==> src/rtl/udp_pkg.sv <==
// udp_pkg: shared FSM encoding and length width for the UDP word serializer.
package udp_pkg;
    localparam int LEN_W = 16;
    typedef enum logic [1:0] {IDLE, SEND, PAD} state_t;
endpackage

==> src/rtl/udp_byte_mux.sv <==
// udp_byte_mux: combinational pick of payload byte idx_i from a word, in MSB- or LSB-first order.
module udp_byte_mux
    import udp_pkg::*;
#(
    parameter int DATA_W    = 960,
    parameter int MSB_FIRST = 1
) (
    input  logic [DATA_W-1:0] word_i,
    input  logic [LEN_W-1:0]  idx_i,
    output logic [7:0]        byte_o
);
    localparam logic [LEN_W-1:0] BYTES = LEN_W'(DATA_W / 8);
    logic [LEN_W-1:0]  pos;
    logic [DATA_W-1:0] shifted;
    assign pos     = (MSB_FIRST != 0) ? BYTES - LEN_W'(1) - idx_i : idx_i;
    assign shifted = word_i >> {pos, 3'b000};
    assign byte_o  = shifted[7:0];
endmodule

==> src/rtl/udp_word_serializer.sv <==
// udp_word_serializer: latches one wide payload word and streams it out a byte per handshake,
// zero-padding short frames up to MIN_LEN.
module udp_word_serializer
    import udp_pkg::*;
#(
    parameter int DATA_W    = 960,
    parameter int MSB_FIRST = 1,
    parameter int MIN_LEN   = 18
) (
    input  logic              rgmii_clk,
    input  logic              rst,
    input  logic              in_valid,
    output logic              in_ready,
    input  logic [DATA_W-1:0] in_data,
    input  logic [LEN_W-1:0]  in_length,
    output logic              out_valid,
    input  logic              out_ready,
    output logic [7:0]        out_data,
    output logic              out_last,
    output logic [LEN_W-1:0]  out_length,
    output logic              len_err
);
    localparam logic [LEN_W-1:0] BYTES = LEN_W'(DATA_W / 8);
    localparam logic [LEN_W-1:0] MIN   = LEN_W'(MIN_LEN);
    state_t            state_q;
    logic [DATA_W-1:0] data_q;
    logic [LEN_W-1:0]  len_q, olen_q, cnt_q, cnt_d, eff_len, frame_len;
    logic              valid_q, last_q, err_q, accept, fire;
    logic [7:0]        mux_byte;
    udp_byte_mux #(.DATA_W(DATA_W), .MSB_FIRST(MSB_FIRST)) u_mux (
        .word_i(data_q),
        .idx_i (cnt_q),
        .byte_o(mux_byte)
    );
    assign in_ready   = state_q == IDLE;
    assign accept     = in_valid & in_ready;
    assign fire       = valid_q & out_ready;
    assign eff_len    = in_length > BYTES ? BYTES : in_length;
    assign frame_len  = eff_len > MIN ? eff_len : MIN;
    assign cnt_d      = cnt_q + LEN_W'(1);
    assign out_valid  = valid_q;
    assign out_last   = last_q;
    assign out_length = olen_q;
    assign len_err    = err_q;
    assign out_data   = state_q == SEND ? mux_byte : 8'h00;
    always_ff @(posedge rgmii_clk) begin
        if (rst) begin
            state_q <= IDLE;
            data_q  <= '0;
            len_q   <= '0;
            olen_q  <= '0;
            cnt_q   <= '0;
            valid_q <= 1'b0;
            last_q  <= 1'b0;
            err_q   <= 1'b0;
        end else begin
            err_q <= accept && (in_length == '0 || in_length > BYTES);
            case (state_q)
                IDLE: if (accept && in_length != '0) begin
                    data_q  <= in_data;
                    len_q   <= eff_len;
                    olen_q  <= frame_len;
                    cnt_q   <= '0;
                    valid_q <= 1'b1;
                    last_q  <= frame_len == LEN_W'(1);
                    state_q <= SEND;
                end
                default: if (fire) begin
                    if (last_q) begin
                        // Leaving through IDLE keeps in_ready low on the last handshake cycle.
                        state_q <= IDLE;
                        valid_q <= 1'b0;
                        last_q  <= 1'b0;
                        cnt_q   <= '0;
                    end else begin
                        cnt_q   <= cnt_d;
                        last_q  <= cnt_d == olen_q - LEN_W'(1);
                        state_q <= cnt_d >= len_q ? PAD : SEND;
                    end
                end
            endcase
        end
    end
endmodule

==> config.mk <==
export PLATFORM = sky130hd
export DESIGN_NAME = udp_word_serializer
export DESIGN_NICKNAME = d
export VERILOG_FILES = /design/src/rtl/udp_pkg.sv /design/src/rtl/udp_byte_mux.sv /design/src/rtl/udp_word_serializer.sv
export SDC_FILE = /design/constraint.sdc
export NUM_CORES = 2
export LEC_CHECK = 0
export ABC_AREA = 1
export BUFFER_PORTS_ARGS = -buffer_cell sky130_fd_sc_hd__buf_2
export CAP_MARGIN = 15
export CORE_AREA = 10 10 386 388
export CTS_CLUSTER_SIZE = 14
export DETAILED_ROUTE_END_ITERATION = 12
export DIE_AREA = 0 0 396 398
export GPL_ROUTABILITY_DRIVEN = 0
export GPL_TIMING_DRIVEN = 1
export PLACE_DENSITY_LB_ADDON = 0.3
export SLEW_MARGIN = 20
export SYNTH_ARGS = -nofsm -noshare
export SYNTH_HDL_FRONTEND = slang
export SYNTH_SLANG_ARGS = --single-unit
==> constraint.sdc <==
create_clock -name rgmii_clk -period 2.15 [get_ports rgmii_clk]
set_input_delay 0 -clock rgmii_clk [delete_from_list [all_inputs] [get_ports rgmii_clk]]
set_output_delay 0 -clock rgmii_clk [all_outputs]
set_load 0.02 [all_outputs]
==> reports/results.tsv <==
stage	metric	value	unit
power_and_ir_drop	P_leak	32.1	nW
power_and_ir_drop	Sw Share	0.309	
finish	layout cells sized above 1	0.239	
floorplanning	die area	158000	sq um
global_routing	vias in the first global route	56122	
timing	Slew headroom	0.640	
floorplanning	I/O pin count	1008	
finish	Final nets	9991	
power_and_ir_drop	Sequential Power Share	0.404	
power_and_ir_drop	Psw	16.7	mW
clock_tree	Clock Path Buffers	3	
synth	Area contributors post-synth	dfxtp_1 (45%), nor2_1 (22%), o21ai_0 (16%)	
finish	final instance area	73200	sq um
routing	routed len/inst	22.5	um
synth	cell accounting for the most synthesized area	dfxtp_1	
synth	most frequent cell after synthesis	nor2_1	
power_and_ir_drop	PwrDens	740	nW/um^2
power_and_ir_drop	Max VDD drop	0.717	mV
critical_path	Setup crit start kind	register	
global_routing	initial antenna violation count	45	
synth	register area share after synthesis	0.446	
run_status	status	finished with violations	
critical_path	reg2reg start	cnt_q[1]$_SDFFE_PP0P_	
clock_tree	clock root buffer master	clkbuf_16	
clock_tree	Worst-path clk slew	60	ps
routing	DRC	0	
global_routing	largest net degree at the start of global routing	100	
routing	total iterations of the first detailed-routing run	6	
min_path	Min-Delay Path Class	in -> reg	
routing	Final ANT Viol Nets	0	
critical_path	crit end category	output pin	
critical_path	critical path buffer and inverter count	6	
power_and_ir_drop	internal power	37.5	mW
power_and_ir_drop	combinational power share	0.242	
floorplanning	# rows	138	
critical_path	flop2flop setup slack	-450	ps
timing	post-route minimum period	3370	ps
timing	RSZ-0062 raised after global routing	yes	
timing	worst slew pin tran	534	ps
critical_path	CP startpoint	cnt_q[1]$_SDFFE_PP0P_	
critical_path	Setup CP Type	reg -> out	
synth	Ys Warns	0	
timing	final setup fails	11	
global_routing	first-pass GRT wire length	354000	um
synth	ys async rst share	0	
floorplanning	die span in y	398	um
finish	Layout fillers	12962	
global_routing	Tot GR Track Use	0.295	
global_routing	GR Overflow Total	0	
synth	top-area cell type share of the netlist area	0.446	
critical_path	worst r2r path cells	15	
critical_path	worst path cell trace	buf_12 -> bufbuf_16 -> buf_12 -> o21ai_0 -> o21ai_1 -> o21ai_1 -> nor2_1 -> buf_4 -> nor2_4 -> nand3_2 -> nand3_2 -> a21oi_4 -> buf_6 -> buf_6	
timing	period utilisation layout	1.57	
critical_path	CP Data Required Time	2150	ps
clock_tree	CTS Sinks	1013	
clock_tree	CTS tree	done	
routing	routed vias	57499	
floorplanning	Core Area	141000	sq um
critical_path	Top delay family on crit path	buffers and inverters	
synth	Post-synth EDFFs	0	
timing	Final Hold Vio Count	0	
run	number of max-cap violations	0	
synth	Avg Inst Size Synth	6.83	sq um
routing	initial DRC count	5862	
power_and_ir_drop	clock share of power	0.355	
synth	synthesized flop and latch total	1013	
clock_tree	Num CTS Buffers	109	
power_and_ir_drop	total power	54.2	mW
timing	fin. max-slew vios	0	
synth	Post-Syn Instances	6652	
min_path	hold endpoint	data_q[194]$_SDFFE_PP0P_	
timing	clock skew	32.4	ps
critical_path	reg2reg end	state_q[0]$_SDFFE_PP0P_	
clock_tree	Worst-Skew Late Latency	760	ps
floorplanning	initial core utilization	0.322	
synth	syn_nets	7652	
finish	layout overhead on the synthesized area	61.0	%
synth	commonest cells in the netlist	nor2_1 (2652), o21ai_0 (1464), dfxtp_1 (1013)	
min_path	Cells on Worst Hold Path	4	
floorplanning	Die Wd	396	um
critical_path	critical path peak fanout	16	
routing	via density per instance	5.22	
critical_path	WP data arrival	3370	ps
critical_path	Worst path slowest cell	dfxtp_4	
routing	final wirelength	248000	um
timing	worst setup margin	-1220	ps
placed_design	HPWL after DPL	171000	um
synth	ys flop type	dfxtp_1	
run_status	failing checks	negative setup slack	
min_path	hold path start	in_data[194]	
timing	Fmax	0.297	GHz
placed_design	Placed Area	56600	sq um
clock_tree	htree depth	3	
synth	unique cell type count in the Yosys netlist	39	
critical_path	max incr delay on CP	450	ps
critical_path	Crit path depth	14	
synth	synthesized area	45500	sq um
placed_design	Port Buffers	1007	
==> cell families (layout without fill, tap and decap cells) <==
logic type | Yosys count | count (layout) | synth area share
AOI/OAI and AO/OA | 1783 | 1783 | 0.208
xor gates and xnor gates | 7 | 7 | 0.00151
adders and majority gates | 20 | 20 | 0.00550
buffers and inverters | 642 | 3073 | 0.0675
DFF | 1013 | 1013 | 0.446
other | 0 | 45 | 0
and+or+nand+nor | 3187 | 3189 | 0.271
==> worst max path at each step <==
stage                              end  slack [ps]
2_1_floorplan  state_q[0]$_SDFFE_PP0P_           6
3_3_place_gp               out_data[3]       -1350
3_5_place_dp               out_data[3]       -1330
4_1_cts                    out_data[2]       -1310
5_1_grt                    out_data[2]       -1360
6_report                   out_data[0]       -1220
==> power by group through the flow <==
stage               combinational (mW)  clock (mW)  sequential [mW]
floorplan                         5.74           0             21.8
global placement                  10.2           0             22.2
detailed placement                10.3           0             22.2
CTS                               12.6        19.4             21.8
global route                      14.2        20.2             22.0
finish                            13.1        19.2             21.9
==> metal layers <==
layer	vias to the layer above	track usage	wire length, um
li1	26636	-	-
met1	26678	0.369	99700
met2	3267	0.474	111000
met3	908	0.0568	20300
met4	10	0.169	16300
met5	-	0	57
==> worst register-to-register path, cell delays in order, from the launching register on <==
cell and delay (ps):
dfxtp_4 450, buf_12 170, buf_16 180, nand2_1 80, nor2_2 160, nand3b_1 150
xor2_1 190, inv_2 70, ha_4 220, a21oi_1 130, o21ai_0 90, a21oi_1 240
nand3_2 120, nor2_1 120, nor2_1 40, a21oi_1 100
==> metrics by stage <==
step / TNS (ps) / cells / worst slack (ps) / utilization / hold slack [ps]
after floorplan: 0 / 6652 / 6.08 / - / 149
after global placement: -8890 / 9689 / -1350 / 0.401 / 256
after detailed placement: -8730 / 9689 / -1330 / 0.401 / 257
after CTS: -11080 / 10966 / -1310 / 0.513 / 0.458
after global routing: -11800 / 11010 / -1360 / 0.519 / 42.3
final: -10110 / 11020 / -1220 / 0.519 / 53.6
==> placed cells by master, fill, tap and decap left out, types with 45 or more instances in the layout <==
cell           synthesis  final
nor2_1              2652   2615
o21ai_0             1464   1377
dfxtp_1             1013   1008
buf_2                216    999
dlygate4sd3_1          0    987
buf_4                 45    581
nand2_1              308    267
o211ai_1             124    124
nand3_1              164    119
clkbuf_16              0    114
buf_12                 1    102
o21ai_1               35    100
inv_1                 89     83
a21oi_1               72     57
diode_2                0     45
==> registers in the layout, summed over array words and instances (netlist names) <==
register / cells
data_q: 960
cnt_q: 16
len_q: 16
out_length: 16
state_q: 2
len_err: 1
out_last: 1
out_valid: 1
==> cell type report <==
class	count	area, sq um	share of cell area
antenna	45	113	0.00154
sequential	1013	20300	0.277
tap	1890	2360	0.0323
clock buffer	162	3190	0.0435
timing repair inverter	1	11.3	0.000154
multi-input combinational	4999	23100	0.315
inverter	103	434	0.00593
clock inverter	43	482	0.00658
timing repair buffer	2764	23200	0.317
==> what timing repair did <==
action / CTS / global route
gates resized for setup: 253 / 170
hold buffers: 987 / 0
setup buffers: 61 / 12
gates cloned: 30 / 7
pin swaps: 64 / 107
setup endpoints to repair: 33 / 152
hold endpoints to repair: 1012 / 0
Note: power is estimated with default switching activity, not from simulation.
